### config.mk
export PLATFORM = sky130hd
export DESIGN_NAME = led_pattern_gen_flat
export DESIGN_NICKNAME = d
export VERILOG_FILES = /design/src/rtl/led_pattern_pkg.sv /design/src/rtl/led_pattern_gen_if.sv /design/src/rtl/led_prescaler.sv /design/src/rtl/led_pattern_gen.sv /design/src/flat_wrapper.sv
export SDC_FILE = /design/constraint.sdc
export NUM_CORES = 1
export LEC_CHECK = 0
export BUFFER_PORTS_ARGS = -buffer_cell sky130_fd_sc_hd__buf_2
export CAP_MARGIN = 20
export CORE_MARGIN = 10
export CORE_UTILIZATION = 25
export DETAILED_ROUTE_END_ITERATION = 16
export PLACE_DENSITY = 0.43
export SLEW_MARGIN = 30
export SYNTH_ARGS = -nofsm -noshare
export SYNTH_HDL_FRONTEND = slang
export SYNTH_SLANG_ARGS = --single-unit
### constraint.sdc
create_clock -name clk -period 4.15 [get_ports clk]
set_input_delay 0.83 -clock clk [delete_from_list [all_inputs] [get_ports clk]]
set_output_delay 0.83 -clock clk [all_outputs]
set_load 0.01 [all_outputs]
### src/rtl/led_pattern_pkg.sv
// Shared encodings and seed helper for the reconfigurable LED pattern engine.
package led_pattern_pkg;

  typedef logic [2:0] mode_t;

  localparam mode_t MODE_UP     = 3'd0;
  localparam mode_t MODE_DOWN   = 3'd1;
  localparam mode_t MODE_ROTL   = 3'd2;
  localparam mode_t MODE_ROTR   = 3'd3;
  localparam mode_t MODE_BOUNCE = 3'd4;
  localparam mode_t MODE_HOLD   = 3'd5;

  localparam logic DIR_UP   = 1'b0;
  localparam logic DIR_DOWN = 1'b1;

  localparam int LED_W_MAX = 16;

  // Pattern loaded on a mode switch; HOLD (and 6,7) keep the current pattern.
  function automatic logic [LED_W_MAX-1:0] seed(input mode_t mode, input int led_w,
                                                input logic [LED_W_MAX-1:0] cur);
    logic [LED_W_MAX-1:0] ones;
    ones = (LED_W_MAX'(1) << led_w) - LED_W_MAX'(1);
    case (mode)
      MODE_UP:                 return '0;
      MODE_DOWN:               return ones;
      MODE_ROTL, MODE_BOUNCE:  return LED_W_MAX'(1);
      MODE_ROTR:               return LED_W_MAX'(1) << (led_w - 1);
      default:                 return cur;
    endcase
  endfunction

endpackage

### src/rtl/led_pattern_gen_if.sv
// Control and LED-side signals of the pattern engine.
interface led_pattern_gen_if #(parameter int LED_W = 4);
  import led_pattern_pkg::*;

  logic             en;
  mode_t            mode;
  logic             load;
  logic [LED_W-1:0] load_val;
  logic [LED_W-1:0] led_out;
  logic             dir_out;
  logic             tick_out;

  modport master (output en, mode, load, load_val, input led_out, dir_out, tick_out);
  modport slave  (input en, mode, load, load_val, output led_out, dir_out, tick_out);
endinterface

### src/rtl/led_prescaler.sv
// Wrapping 0..PRESCALE_MAX counter with synchronous clear; tick on the terminal count.
module led_prescaler #(
  parameter  int PRESCALE_MAX = 33554431,
  localparam int PS_W         = $clog2(PRESCALE_MAX + 1)
) (
  input  logic clk,
  input  logic rst,
  input  logic en,
  input  logic clr,
  output logic tick
);

  logic [PS_W-1:0] cnt;

  assign tick = en && (cnt == PS_W'(PRESCALE_MAX));

  always_ff @(posedge clk or negedge rst) begin
    if (!rst)        cnt <= '0;
    else if (clr)    cnt <= '0;
    else if (tick)   cnt <= '0;
    else if (en)     cnt <= cnt + PS_W'(1);
  end

endmodule

### src/rtl/led_pattern_gen.sv
// LED pattern engine: each prescaler tick either switches mode (seeding the
// pattern) or advances the current pattern; a load overrides both.
module led_pattern_gen
  import led_pattern_pkg::*;
#(
  parameter int LED_W        = 4,
  parameter int PRESCALE_MAX = 33554431
) (
  input logic               clk,
  input logic               rst,
  led_pattern_gen_if.slave  bus
);

  logic             tick;
  logic             tick_q;
  logic             dir_q;
  logic             nxt_dir;
  mode_t            mode_q;
  logic [LED_W-1:0] led_q;
  logic [LED_W-1:0] nxt_led;

  led_prescaler #(.PRESCALE_MAX(PRESCALE_MAX)) u_ps (
    .clk  (clk),
    .rst  (rst),
    .en   (bus.en),
    .clr  (bus.load),
    .tick (tick)
  );

  // Pattern value for a tick cycle; only committed when tick && !load.
  always_comb begin
    nxt_led = led_q;
    nxt_dir = dir_q;
    if (bus.mode != mode_q) begin
      nxt_led = LED_W'(seed(bus.mode, LED_W, LED_W_MAX'(led_q)));
      if (bus.mode == MODE_BOUNCE) nxt_dir = DIR_UP;
    end else begin
      case (mode_q)
        MODE_UP:   nxt_led = led_q + LED_W'(1);
        MODE_DOWN: nxt_led = led_q - LED_W'(1);
        MODE_ROTL: nxt_led = {led_q[LED_W-2:0], led_q[LED_W-1]};
        MODE_ROTR: nxt_led = {led_q[0], led_q[LED_W-1:1]};
        MODE_BOUNCE: begin
          // Reversal happens on the tick that sees the end LED lit, so each
          // end is shown for exactly one tick per sweep.
          if (dir_q == DIR_UP) begin
            if (led_q[LED_W-1]) begin
              nxt_dir = DIR_DOWN;
              nxt_led = led_q >> 1;
            end else begin
              nxt_led = led_q << 1;
            end
          end else begin
            if (led_q[0]) begin
              nxt_dir = DIR_UP;
              nxt_led = led_q << 1;
            end else begin
              nxt_led = led_q >> 1;
            end
          end
        end
        default: ;
      endcase
    end
  end

  always_ff @(posedge clk or negedge rst) begin
    if (!rst) begin
      led_q  <= '0;
      dir_q  <= DIR_UP;
      tick_q <= 1'b0;
      mode_q <= MODE_UP;
    end else begin
      tick_q <= tick && !bus.load;
      if (bus.load) begin
        led_q <= bus.load_val;
      end else if (tick) begin
        led_q  <= nxt_led;
        dir_q  <= nxt_dir;
        mode_q <= bus.mode;
      end
    end
  end

  assign bus.led_out  = led_q;
  assign bus.dir_out  = dir_q;
  assign bus.tick_out = tick_q;

endmodule

### src/flat_wrapper.sv
// flat-port wrapper written by rule: the top's interface ports become plain ports
module led_pattern_gen_flat import led_pattern_pkg::*;
#(
  parameter int LED_W        = 4,
  parameter int PRESCALE_MAX = 33554431
)
  (clk, rst, bus_en, bus_mode, bus_load, bus_load_val, bus_led_out, bus_dir_out, bus_tick_out);
  led_pattern_gen_if #(.LED_W(LED_W)) bus_i ();
  input logic clk;
  input logic rst;
  input wire logic [$bits(bus_i.en)-1:0] bus_en;
  input wire logic [$bits(bus_i.mode)-1:0] bus_mode;
  input wire logic [$bits(bus_i.load)-1:0] bus_load;
  input wire logic [$bits(bus_i.load_val)-1:0] bus_load_val;
  output wire logic [$bits(bus_i.led_out)-1:0] bus_led_out;
  output wire logic [$bits(bus_i.dir_out)-1:0] bus_dir_out;
  output wire logic [$bits(bus_i.tick_out)-1:0] bus_tick_out;
  assign bus_i.en = bus_en;
  assign bus_i.mode = bus_mode;
  assign bus_i.load = bus_load;
  assign bus_i.load_val = bus_load_val;
  assign bus_led_out = bus_i.led_out;
  assign bus_dir_out = bus_i.dir_out;
  assign bus_tick_out = bus_i.tick_out;
  led_pattern_gen #(.LED_W(LED_W), .PRESCALE_MAX(PRESCALE_MAX)) u_core (.clk(clk), .rst(rst), .bus(bus_i));
endmodule
After elaboration in Yosys (flattened, before gate mapping)
Index checks and enable logic that the tools add are counted.
- flip-flop bits (word level): 34
- input bits: 11
- output and inout bits: 6
- logic and storage cells: 51
- $add $sub $neg: 3
- equality and inequality tests: 12
- multiplexer cells: 17
- bitwise operators: 1
- reductions and logical operators: 13
- operators with widths (cell ; number):
    $mux 25 ; 3
    $add 25x1->25 const B ; 1
    $eq 25x25->1 const B ; 1
    $mux 4 ; 6
    $pmux 4 s5 ; 1
    $pmux 4 s4 ; 1
    $eq 3x2->1 const B ; 4
    $reduce_bool 7->1 ; 1
    $eq 3x1->1 const B ; 2
    $eq 3x3->1 const B ; 2
    $logic_not 3->1 ; 2
    $mux 1 ; 6
    $ne 6x6->1 const B ; 1
    $add 4x1->4 const B ; 1
    $reduce_and 4->1 ; 1
    $reduce_bool 2->1 ; 2
    $sub 4x1->4 const B ; 1
    $ne 3x3->1 ; 1
    $reduce_and 3->1 ; 1
    $reduce_bool 3->1 ; 1
    $logic_and 1x1->1 ; 2
    $ne 2x2->1 const B ; 1
    $reduce_and 2->1 ; 1
    $reduce_or 2->1 ; 1
    2 further kinds ; 2

Longest topological paths before layout
Gate-level depths: netlist of the first run.
- depth after elaboration: 6
- depth in mapped cells: 10
- gate-level depth less buffers: 9

Modules after synthesis
A second synthesis of the first run with hierarchy kept.
- cell total of the unflattened synthesis: 267
- area total of the unflattened synthesis: 2358.5 sq um
- by module, submodules not included (module ; instances ; cells an instance ; area each (sq um) ; seq. area each (sq um)):
    led_prescaler ; 1 ; 151 ; 1380.1 ; 625.6
    led_pattern_gen ; 1 ; 116 ; 978.4 ; 225.2

Worst setup path before layout of the first run
Ideal clock, no wire load.
- path type: reg2reg
- from: register u_core.mode_q[0]
- to: register u_core.led_q[2], in the netlist u_core.bus.led_out[2]
- library setup time: 0.126 ns
- arrival: 2.126 ns
- slack: 1.898 ns
- cell stages (with the launch flop): 11
- buffers on the path: 1
- period minus slack after synthesis: 2.252 ns
- cells stage by stage: dfrtp_1 -> buf_4 -> nor3b_1 -> xnor2_1 -> ha_1 -> or3b_1 -> o21ai_1 -> a21oi_1 -> o221ai_1 -> a31oi_1 -> a221o_1
- word-level cells in the longest chain between the ends: 5
- RTL lines (what ; RTL line ; text):
    from (decl) ; led_pattern_gen.sv:18 ; mode_t mode_q;
    from (signal assigned) ; led_pattern_gen.sv:80 ; mode_q <= bus.mode;
    $eq 3x3->1 (tied with other cells) ; led_pattern_gen.sv:38 ; case (mode_q)
    $pmux 4 s5 ; led_pattern_gen.sv:38 ;
    $mux 4 ; led_pattern_gen.sv:34 ; if (bus.mode != mode_q) begin
    $mux 4 ; led_pattern_gen.sv:77 ; end else if (tick) begin
    $mux 4 ; led_pattern_gen.sv:75 ; if (bus.load) begin
    to (signal assigned) ; led_pattern_gen.sv:76 ; led_q <= bus.load_val;
    to (signal assigned) ; led_pattern_gen.sv:78 ; led_q <= nxt_led;
    to (decl) ; led_pattern_gen.sv:19 ; logic [LED_W-1:0] led_q;
Several ways; a longest one is shown, not always the timed one. The select of a mux whose other input is x is not followed.
A chain may end at the register's enable or synchronous reset.

Final worst setup path of the first run
- from: register u_core.mode_q[1]
- to: register u_core.led_q[2], in the netlist u_core.bus.led_out[2]
Same word-level chain as after synthesis.

==> impl_metrics.yaml, run 1 <==
route:
  wire_per_inst_um: 13.4
  drt-pass1-iter-count: 4
  drc: 0
  drt-total-wl_um: 4710
  drt_iter0_markers: 83
  post_drt_via_cell_ratio: 4.60
  ant_nets: 0
  num_vias: 1613
clock_tree:
  path_clk_slew_ps: 70
  cts_resized: 0
  cts_setup_buffers: 0
  cts_root_buffer: "clkbuf_8"
  cts_buffer_depth: 2
  clk_latency_ps: 290
  hold_buffers: 0
  numCtsBuffers: 5
  h-tree-depth: 2
  clkSinkCount: 34
  cts_tree: "done"
critical_path:
  cp_top_family: "compound AO/OA/AOI/OAI gates"
  crit_chain: "nor3b_1 -> xnor2_1 -> ha_1 -> or3b_1 -> o21ai_1 -> a21oi_1 -> o221ai_1 -> a31oi_1 -> a221o_1"
  worstReg2RegEnd: "u_core.bus.led_out[2]"
  cpPeakStageDelay_ps: 510
  critPathRequiredTime_ps: 4320
  ff2ff_path_depth: 9
  rrSetupSlack_ps: 1640
  critPathKind: "flop to flop"
  start_kind: "flop"
  crit_path_start: "u_core.mode_q[1]"
  cp_slowest_cell: "dfrtp_1"
  endpoint: "u_core.bus.led_out[2]"
  rr_startpoint: "u_core.mode_q[1]"
  worstPathArrival_ps: 2680
  cp.depth: 9
  cp-end-kind: "flop"
  crit_buf_inv: 0
  cp_max_fo: 13
sta:
  min_period_over_period_pct: 60.4
  slew_violations: 0
  final_hold_viol_count: 0
  fin_crit_ps: 2510
  rsz0062_at_grt: "false"
  setup_viol: 0
  worst_pin_slew_ps: 782
  finClkSkew_ps: 5.02
  max_freq_mhz: 399
  holdWs_ps: 539
  relSlewSlack_pct: 47.9
  fin_ws_ps: 1640
  fin_tns_setup_ps: 0
floorplan:
  start_util_pct: 25.9
  coreArea_mm2: 0.00826
  dieArea_mm2: 0.0127
  rows: 33
  io_pins: 17
  dieWidth_um: 112
  die_h_um: 112
global_routing:
  grt_overflow: 0
  grt_max_degree: 35
  grt_antenna_before_repair: 0
  grt_use_total_pct: 7.61
  grt_pass1_vias: 1546
  grt_first_pass_wirelength_um: 7900
power:
  p_leak_nw: 0.982
  powerDensity_mw_per_mm2: 307
  irDropWorstVdd_v: 0.000106
layout:
  n_antenna_cell: 0
  nNetsFinal: 258
  final_common_cell: "nor2_1"
  synthToLayoutAreaGrowth_pct: 11.0
  final_cell_mix: "nor2_1, dfrtp_1, nand2_1"
  fin_util_pct: 28.7
  final_cell_area_mm2: 0.00237
  layout-drive-gt1-share_pct: 14.2
synthesis:
  yosys_warnings: 0
  synthTopCellsByArea: "dfrtp_1, xor2_1, nor2_1"
  syn_inst: 233
  synth-seq-cells: 34
  syn_avg_cell_area_um2: 9.18
  synth_top_cell_area_share_pct: 39.8
  synth_top_area_cell: "dfrtp_1"
  netlist_area_mm2: 0.00214
  ys_types: 54
  synth_edf_count: 0
  synth_ff_type: "dfrtp_1"
  synthesis.nets: 246
  ys_async_sr_fraction_pct: 100
  seq_area_frac_synth_pct: 39.8
placement:
  dp_hpwl_um: 3410
  dpl_cell_area_mm2: 0.00227
  place_ws_ps: 1470
  port_buffers: 16
  gp_congestion: 0.806
outcome:
  status: "completed"
run:
  cap_violations: 0
worst_hold_path:
  hold_path.class: "flop to flop"
worst min path at each step:
stage                        start                   to  cells past startpoint
2_1_floorplan  u_core.u_ps.cnt[13]  u_core.u_ps.cnt[13]                      2
3_3_place_gp   u_core.u_ps.cnt[19]  u_core.u_ps.cnt[19]                      2
3_5_place_dp   u_core.u_ps.cnt[24]  u_core.u_ps.cnt[24]                      2
4_1_cts        u_core.u_ps.cnt[24]  u_core.u_ps.cnt[24]                      2
5_1_grt        u_core.u_ps.cnt[10]  u_core.u_ps.cnt[10]                      2
6_report       u_core.u_ps.cnt[24]  u_core.u_ps.cnt[24]                      2
where the power goes:
group          internal, W  switching (W)  total (W)
clock             0.000133       0.000126   0.000259
sequential        0.000341      0.0000229   0.000364
combinational    0.0000456      0.0000604   0.000106
total             0.000520       0.000209   0.000729
state kept, by name, indices dropped and copies added (netlist names):
register and cells:
u_core.u_ps.cnt 25, u_core.bus.led_out 4, u_core.mode_q 3, u_core.bus.dir_out 1, u_core.bus.tick_out 1
synthesized netlist by cell type (2+ instances only):
master,count
a21oi_1,6
a311oi_1,2
a31oi_1,3
and2_1,3
and3_1,4
buf_2,4
buf_4,3
buf_6,2
dfrtp_1,34
ha_1,2
inv_1,7
mux2_1,2
mux2i_1,3
nand2_1,21
nand2b_1,2
nand3_1,11
nand3b_1,2
nand4_1,6
nor2_1,35
nor2b_1,3
nor3_1,3
nor3b_1,4
nor4_2,3
o21ai_0,5
o21ai_1,4
or2_1,2
or3b_1,2
xnor2_1,14
xor2_1,16
worst reg2reg max path: cells and delay by family, from the launching register on:
| kind | cells | cell delay, ps |
|---|---|---|
| AOI/OAI and AO/OA | 5 | 790 |
| xor gates and xnor gates | 1 | 120 |
| adders and majority gates | 1 | 240 |
| DFF | 1 | 510 |
| and+or+nand+nor | 2 | 740 |
layer usage:
layer	share of wire (%)	GRT usage, %
met5	0	0
met4	0.62	2.54
met3	2.4	2.34
met2	43	10.9
met1	54	10.5
cell families (layout without fill, tap and decap cells):
family	count (synthesis)	count (layout)	share of synthesized area [%]
xor gates and xnor gates	30	30	12.3
AOI/OAI and AO/OA	34	34	11.1
buffers and inverters	18	31	4.92
DFF	34	34	39.8
muxes	6	6	2.98
adders and majority gates	2	2	1.17
and+or+nand+nor	109	109	27.8
per-stage QoR:
step	power [W]	instances
floorplan	0.000442	233
global placement	0.000480	343
detailed placement	0.000477	343
CTS	0.000744	351
global route	0.000773	351
finish	0.000729	351
cell type report:
| type | instances | area, um^2 |
|---|---|---|
| timing repair buffer | 16 | 80.1 |
| inverter | 7 | 26.3 |
| clock buffer | 6 | 82.6 |
| fill | 888 | 5880 |
| sequential | 34 | 851 |
| tap | 105 | 131 |
| multi-input combinational | 181 | 1190 |
| clock inverter | 2 | 12.5 |
Note: power is estimated with default switching activity, not from simulation.
==> inputs of run 2 (changes only) <==
--- a/config.mk
+++ b/config.mk
@@ -10,7 +10,7 @@
 export CORE_MARGIN = 10
 export CORE_UTILIZATION = 25
 export DETAILED_ROUTE_END_ITERATION = 16
-export PLACE_DENSITY = 0.43
+export PLACE_DENSITY = 0.44
 export SLEW_MARGIN = 30
 export SYNTH_ARGS = -nofsm -noshare
 export SYNTH_HDL_FRONTEND = slang
==> constraint.sdc (replaced) <==
create_clock -name clk -period 2.3 [get_ports clk]
set_input_delay 0.46 -clock clk [delete_from_list [all_inputs] [get_ports clk]]
set_output_delay 0.46 -clock clk [all_outputs]
set_load 0.01 [all_outputs]
==> impl_metrics.yaml, run 2 (synthesis gave the netlist of run 1 again) <==
power:
  powerDensity_mw_per_mm2: 544
  p_comb_share_pct: 16.4
  swShare_pct: 28.9
  p_int_w: 0.000953
  switching_power_w: 0.000388
  irDropWorstVdd_v: 0.000209
  seqPwrFrac_pct: 48.1
  p_leak_nw: 1.04
  pwr-share-clk_pct: 35.5
  power_w: 0.00134
floorplan:
  rows: 33
  coreArea_mm2: 0.00826
  die_h_um: 112
  io_pins: 17
  dieArea_mm2: 0.0127
  start_util_pct: 25.9
  dieWidth_um: 112
sta:
  worst_pin_slew_ps: 816
  min_period_over_period_pct: 91.4
  max_freq_mhz: 476
  finClkSkew_ps: 9.22
  fin_ws_ps: 197
  rsz0062_at_grt: "false"
  slew_violations: 0
  setup_viol: 0
  fin_tns_setup_ps: 0
  fin_crit_ps: 2100
  relSlewSlack_pct: 45.6
  final_hold_viol_count: 0
critical_path:
  crit_path_start: "u_core.mode_q[2]"
  cpPeakStageDelay_ps: 400
  ff2ff_path_depth: 9
  start_kind: "flop"
  cp_max_fo: 2
  cp-end-kind: "flop"
  cp_slowest_cell: "dfrtp_1"
  critPathKind: "flop to flop"
  rr_startpoint: "u_core.mode_q[2]"
  crit_chain: "nor3b_2 -> xnor2_1 -> ha_1 -> or3b_1 -> o21ai_1 -> a21oi_1 -> o221ai_1 -> a31oi_1 -> a221o_1"
  critPathRequiredTime_ps: 2470
  worstPathArrival_ps: 2270
clock_tree:
  path_clk_slew_ps: 80
  h-tree-depth: 2
  hold_buffers: 0
  cts_root_buffer: "clkbuf_8"
  cts_buffer_depth: 2
  clkSinkCount: 34
  numCtsBuffers: 5
  clk_latency_ps: 290
  cts_tree: "done"
route:
  wire_per_inst_um: 14.0
  num_vias: 1656
  drt-pass1-iter-count: 4
  ant_nets: 0
  drc: 0
  post_drt_via_cell_ratio: 4.57
  drt-total-wl_um: 5060
  drt_iter0_markers: 102
placement:
  dp_hpwl_um: 3520
  gp_congestion: 0.769
  place_ws_ps: 102
  dp.cells: 354
  port_buffers: 16
global_routing:
  grt_overflow: 0
  grt_max_degree: 35
  grt_pass1_vias: 1586
  grt_antenna_before_repair: 0
  grt_use_total_pct: 7.99
  grt_first_pass_wirelength_um: 8380
layout:
  nNetsFinal: 269
  synthToLayoutAreaGrowth_pct: 15.3
  layout-drive-gt1-share_pct: 18.3
  final_common_cell: "nor2_1"
  nFillCells: 893
  top_register: "u_core.u_ps.cnt"
  final_cell_mix: "nor2_1, dfrtp_1, nand2_1"
  fin_util_pct: 29.9
  largest_register_ff_count: 25
  final-instance-count-excl-fill: 362
  n_antenna_cell: 0
worst_hold_path:
  hold_path.class: "primary input to asynchronous set/reset pin"
run:
  cap_violations: 0
outcome:
  status: "completed"
## run 2: power groups by stage
stage                     Sequential (W)  Combinational [W]  Clock, W
after floorplan                 0.000654           0.000144         0
after global placement          0.000657           0.000221         0
after global routing            0.000650           0.000247  0.000524
final                           0.000645           0.000220  0.000476
after detailed placement        0.000657           0.000221         0
after CTS                       0.000645           0.000222  0.000500
## run 2: final cells by class
type	instances	area [um^2]	share of cell area, %
clock inverters	2	12.5	0.507
well taps	105	131	5.33
inverters	7	26.3	1.07
clock buffers	6	82.6	3.35
multi-input cells	181	1190	48.1
flip-flops and latches	34	851	34.5
repair buffers	27	175	7.10
## run 2: layer usage
| metal | vias up | share of wire, % | global-route usage [%] |
|---|---|---|---|
| li1 | 850 | - | - |
| met5 | - | 0 | 0 |
| met4 | 0 | 1.2 | 3.05 |
| met1 | 787 | 55 | 11.3 |
| met3 | 4 | 2.1 | 2.13 |
| met2 | 15 | 42 | 11.2 |
## run 2: worst max-delay path, delay by kind of cell, from the launching register on
family,cells,cell delay [ps]
fa+ha+maj,1,190
xor+xnor,1,100
compound gates,5,750
simple gates,2,570
flops,1,400
## run 2: metrics by stage
step / area, um^2 / hold slack, ps
after floorplan: 2140 / 164
after global placement: 2370 / 521
after detailed placement: 2370 / 533
after CTS: 2460 / 291
after global routing: 2470 / 327
final: 2470 / 262
## run 2: repair_timing
action | CTS | global route
endpoints found under the setup margin | 0 | 1
gates resized for setup | 0 | 1
setup buffers | 0 | 0
## run 2: worst paths after layout
kind                                         end  slack [ps]
min                          u_core.u_ps.cnt[10]         260
min in group clk             u_core.u_ps.cnt[24]         380
max reg2reg                u_core.bus.led_out[2]         200
max                        u_core.bus.led_out[2]         200
min reg2reg                  u_core.u_ps.cnt[24]         540
max in group asynchronous       u_core.mode_q[1]        1520
==> inputs of run 3 (changes only) <==
--- a/config.mk
+++ b/config.mk
@@ -11,6 +11,7 @@
 export CORE_UTILIZATION = 25
 export DETAILED_ROUTE_END_ITERATION = 16
 export PLACE_DENSITY = 0.44
+export REMOVE_ABC_BUFFERS = 1
 export SLEW_MARGIN = 30
 export SYNTH_ARGS = -nofsm -noshare
 export SYNTH_HDL_FRONTEND = slang
==> impl_metrics.yaml, run 3 (synthesis gave the netlist of run 1 again) <==
floorplan:
  dieWidth_um: 112
  io_pins: 17
  coreArea_mm2: 0.00826
  die_h_um: 112
  start_util_pct: 25.9
  rows: 33
  dieArea_mm2: 0.0127
clock_tree:
  cts_buffer_depth: 2
  cts_root_buffer: "clkbuf_8"
  path_clk_slew_ps: 80
  hold_buffers: 0
  clk_latency_ps: 290
  clkSinkCount: 34
  cts_tree: "done"
  cts_resized: 0
  numCtsBuffers: 5
  cts_setup_buffers: 0
  h-tree-depth: 2
placement:
  gp_congestion: 0.808
  dp.cells: 358
  dp_hpwl_um: 3660
  port_buffers: 16
layout:
  nNetsFinal: 273
  final_cell_mix: "nor2_1, dfrtp_1, nand2_1"
  synthToLayoutAreaGrowth_pct: 18.7
  top_register: "u_core.u_ps.cnt"
  final_common_cell: "nor2_1"
  layout-drive-gt1-share_pct: 19.5
  final-instance-count-excl-fill: 366
  n_antenna_cell: 0
  fin_util_pct: 30.7
  largest_register_ff_count: 25
global_routing:
  grt_antenna_before_repair: 0
  grt_overflow: 0
  grt_use_total_pct: 8.16
  grt_first_pass_wirelength_um: 8640
  grt_pass1_vias: 1732
  grt_max_degree: 35
sta:
  relSlewSlack_pct: 48.3
  rsz0062_at_grt: "false"
  final_hold_viol_count: 0
  setup_viol: 0
  holdWs_ps: 243
  slew_violations: 0
  finClkSkew_ps: 7.78
  fin_tns_setup_ps: 0
  worst_pin_slew_ps: 775
  fin_crit_ps: 2140
  min_period_over_period_pct: 93.2
  max_freq_mhz: 466
critical_path:
  worstPathArrival_ps: 2320
  endpoint: "u_core.bus.led_out[2]"
  cp_max_fo: 2
  cp-end-kind: "flop"
  rrSetupSlack_ps: 160
  crit_path_start: "u_core.mode_q[0]"
  rr_startpoint: "u_core.mode_q[0]"
  start_kind: "flop"
  worstReg2RegEnd: "u_core.bus.led_out[2]"
  ff2ff_path_depth: 10
  critPathKind: "flop to flop"
  critPathRequiredTime_ps: 2470
power:
  powerDensity_mw_per_mm2: 608
  power_w: 0.00154
  irDropWorstVdd_v: 0.000242
  p_leak_nw: 1.08
worst_hold_path:
  hold_path.class: "primary input to asynchronous set/reset pin"
route:
  wire_per_inst_um: 13.6
  drt-pass1-iter-count: 4
  num_vias: 1696
  post_drt_via_cell_ratio: 4.63
  drt-total-wl_um: 4980
  drc: 0
  ant_nets: 0
  drt_iter0_markers: 69
run:
  cap_violations: 0
outcome:
  status: "completed"
==> run 3: cell types whose count changed in the layout (fill, tap and decap cells not counted) <==
cell,before,now
clkinv_4,0,1
clkinv_2,1,0
clkbuf_8,6,5
buf_4,10,14
clkinvlp_4,1,0
bufinv_16,0,2
==> run 3: final cells by class <==
type,count,area (um^2)
multi-input combinational,181,1190
inverter,7,26.3
clock inverter,3,68.8
sequential,34,851
fill,873,5720
timing repair buffer,31,205
clock buffer,5,68.8
tap,105,131
==> run 3: worst min path at each step <==
stage	startpoint	end	slack [ps]	cells after the start
floorplan	rst	u_core.bus.dir_out	160	0
global placement	u_core.u_ps.cnt[24]	u_core.u_ps.cnt[24]	520	2
detailed placement	u_core.u_ps.cnt[24]	u_core.u_ps.cnt[24]	520	2
CTS	rst	u_core.u_ps.cnt[17]	270	1
global route	rst	u_core.u_ps.cnt[10]	300	1
finish	rst	u_core.u_ps.cnt[17]	240	1
==> run 3: report_power, final <==
part | internal (W) | switching [W] | total [W]
combinational | 0.000102 | 0.000127 | 0.000229
sequential | 0.000615 | 0.0000305 | 0.000646
clock | 0.000434 | 0.000233 | 0.000668
total | 0.00115 | 0.000391 | 0.00154
==> run 3: worst max-delay path, cell delays in order, from the launching register on <==
cell      delay (ps)
dfrtp_1          380
nor3b_2          150
buf_4            140
xnor2_1          120
ha_1             190
or3b_1           340
o21ai_1           80
a21oi_1           70
o221ai_1         150
a31oi_1          110
a221o_1          320
==> run 3: per-layer routing <==
layer	vias to the layer above	track usage (%)	wire (um)
met5	-	0	0
met4	0	2.88	78
met3	8	2.24	204
met2	33	12.8	2270
met1	796	10.5	2430
li1	859	-	-
==> run 3: per-stage QoR <==
stage | instance area, um^2 | setup WS (ps)
after floorplan | 2060 | -5.57
after global placement | 2400 | 115
after detailed placement | 2400 | 129
after CTS | 2530 | 115
after global routing | 2540 | 1.41
final | 2540 | 156
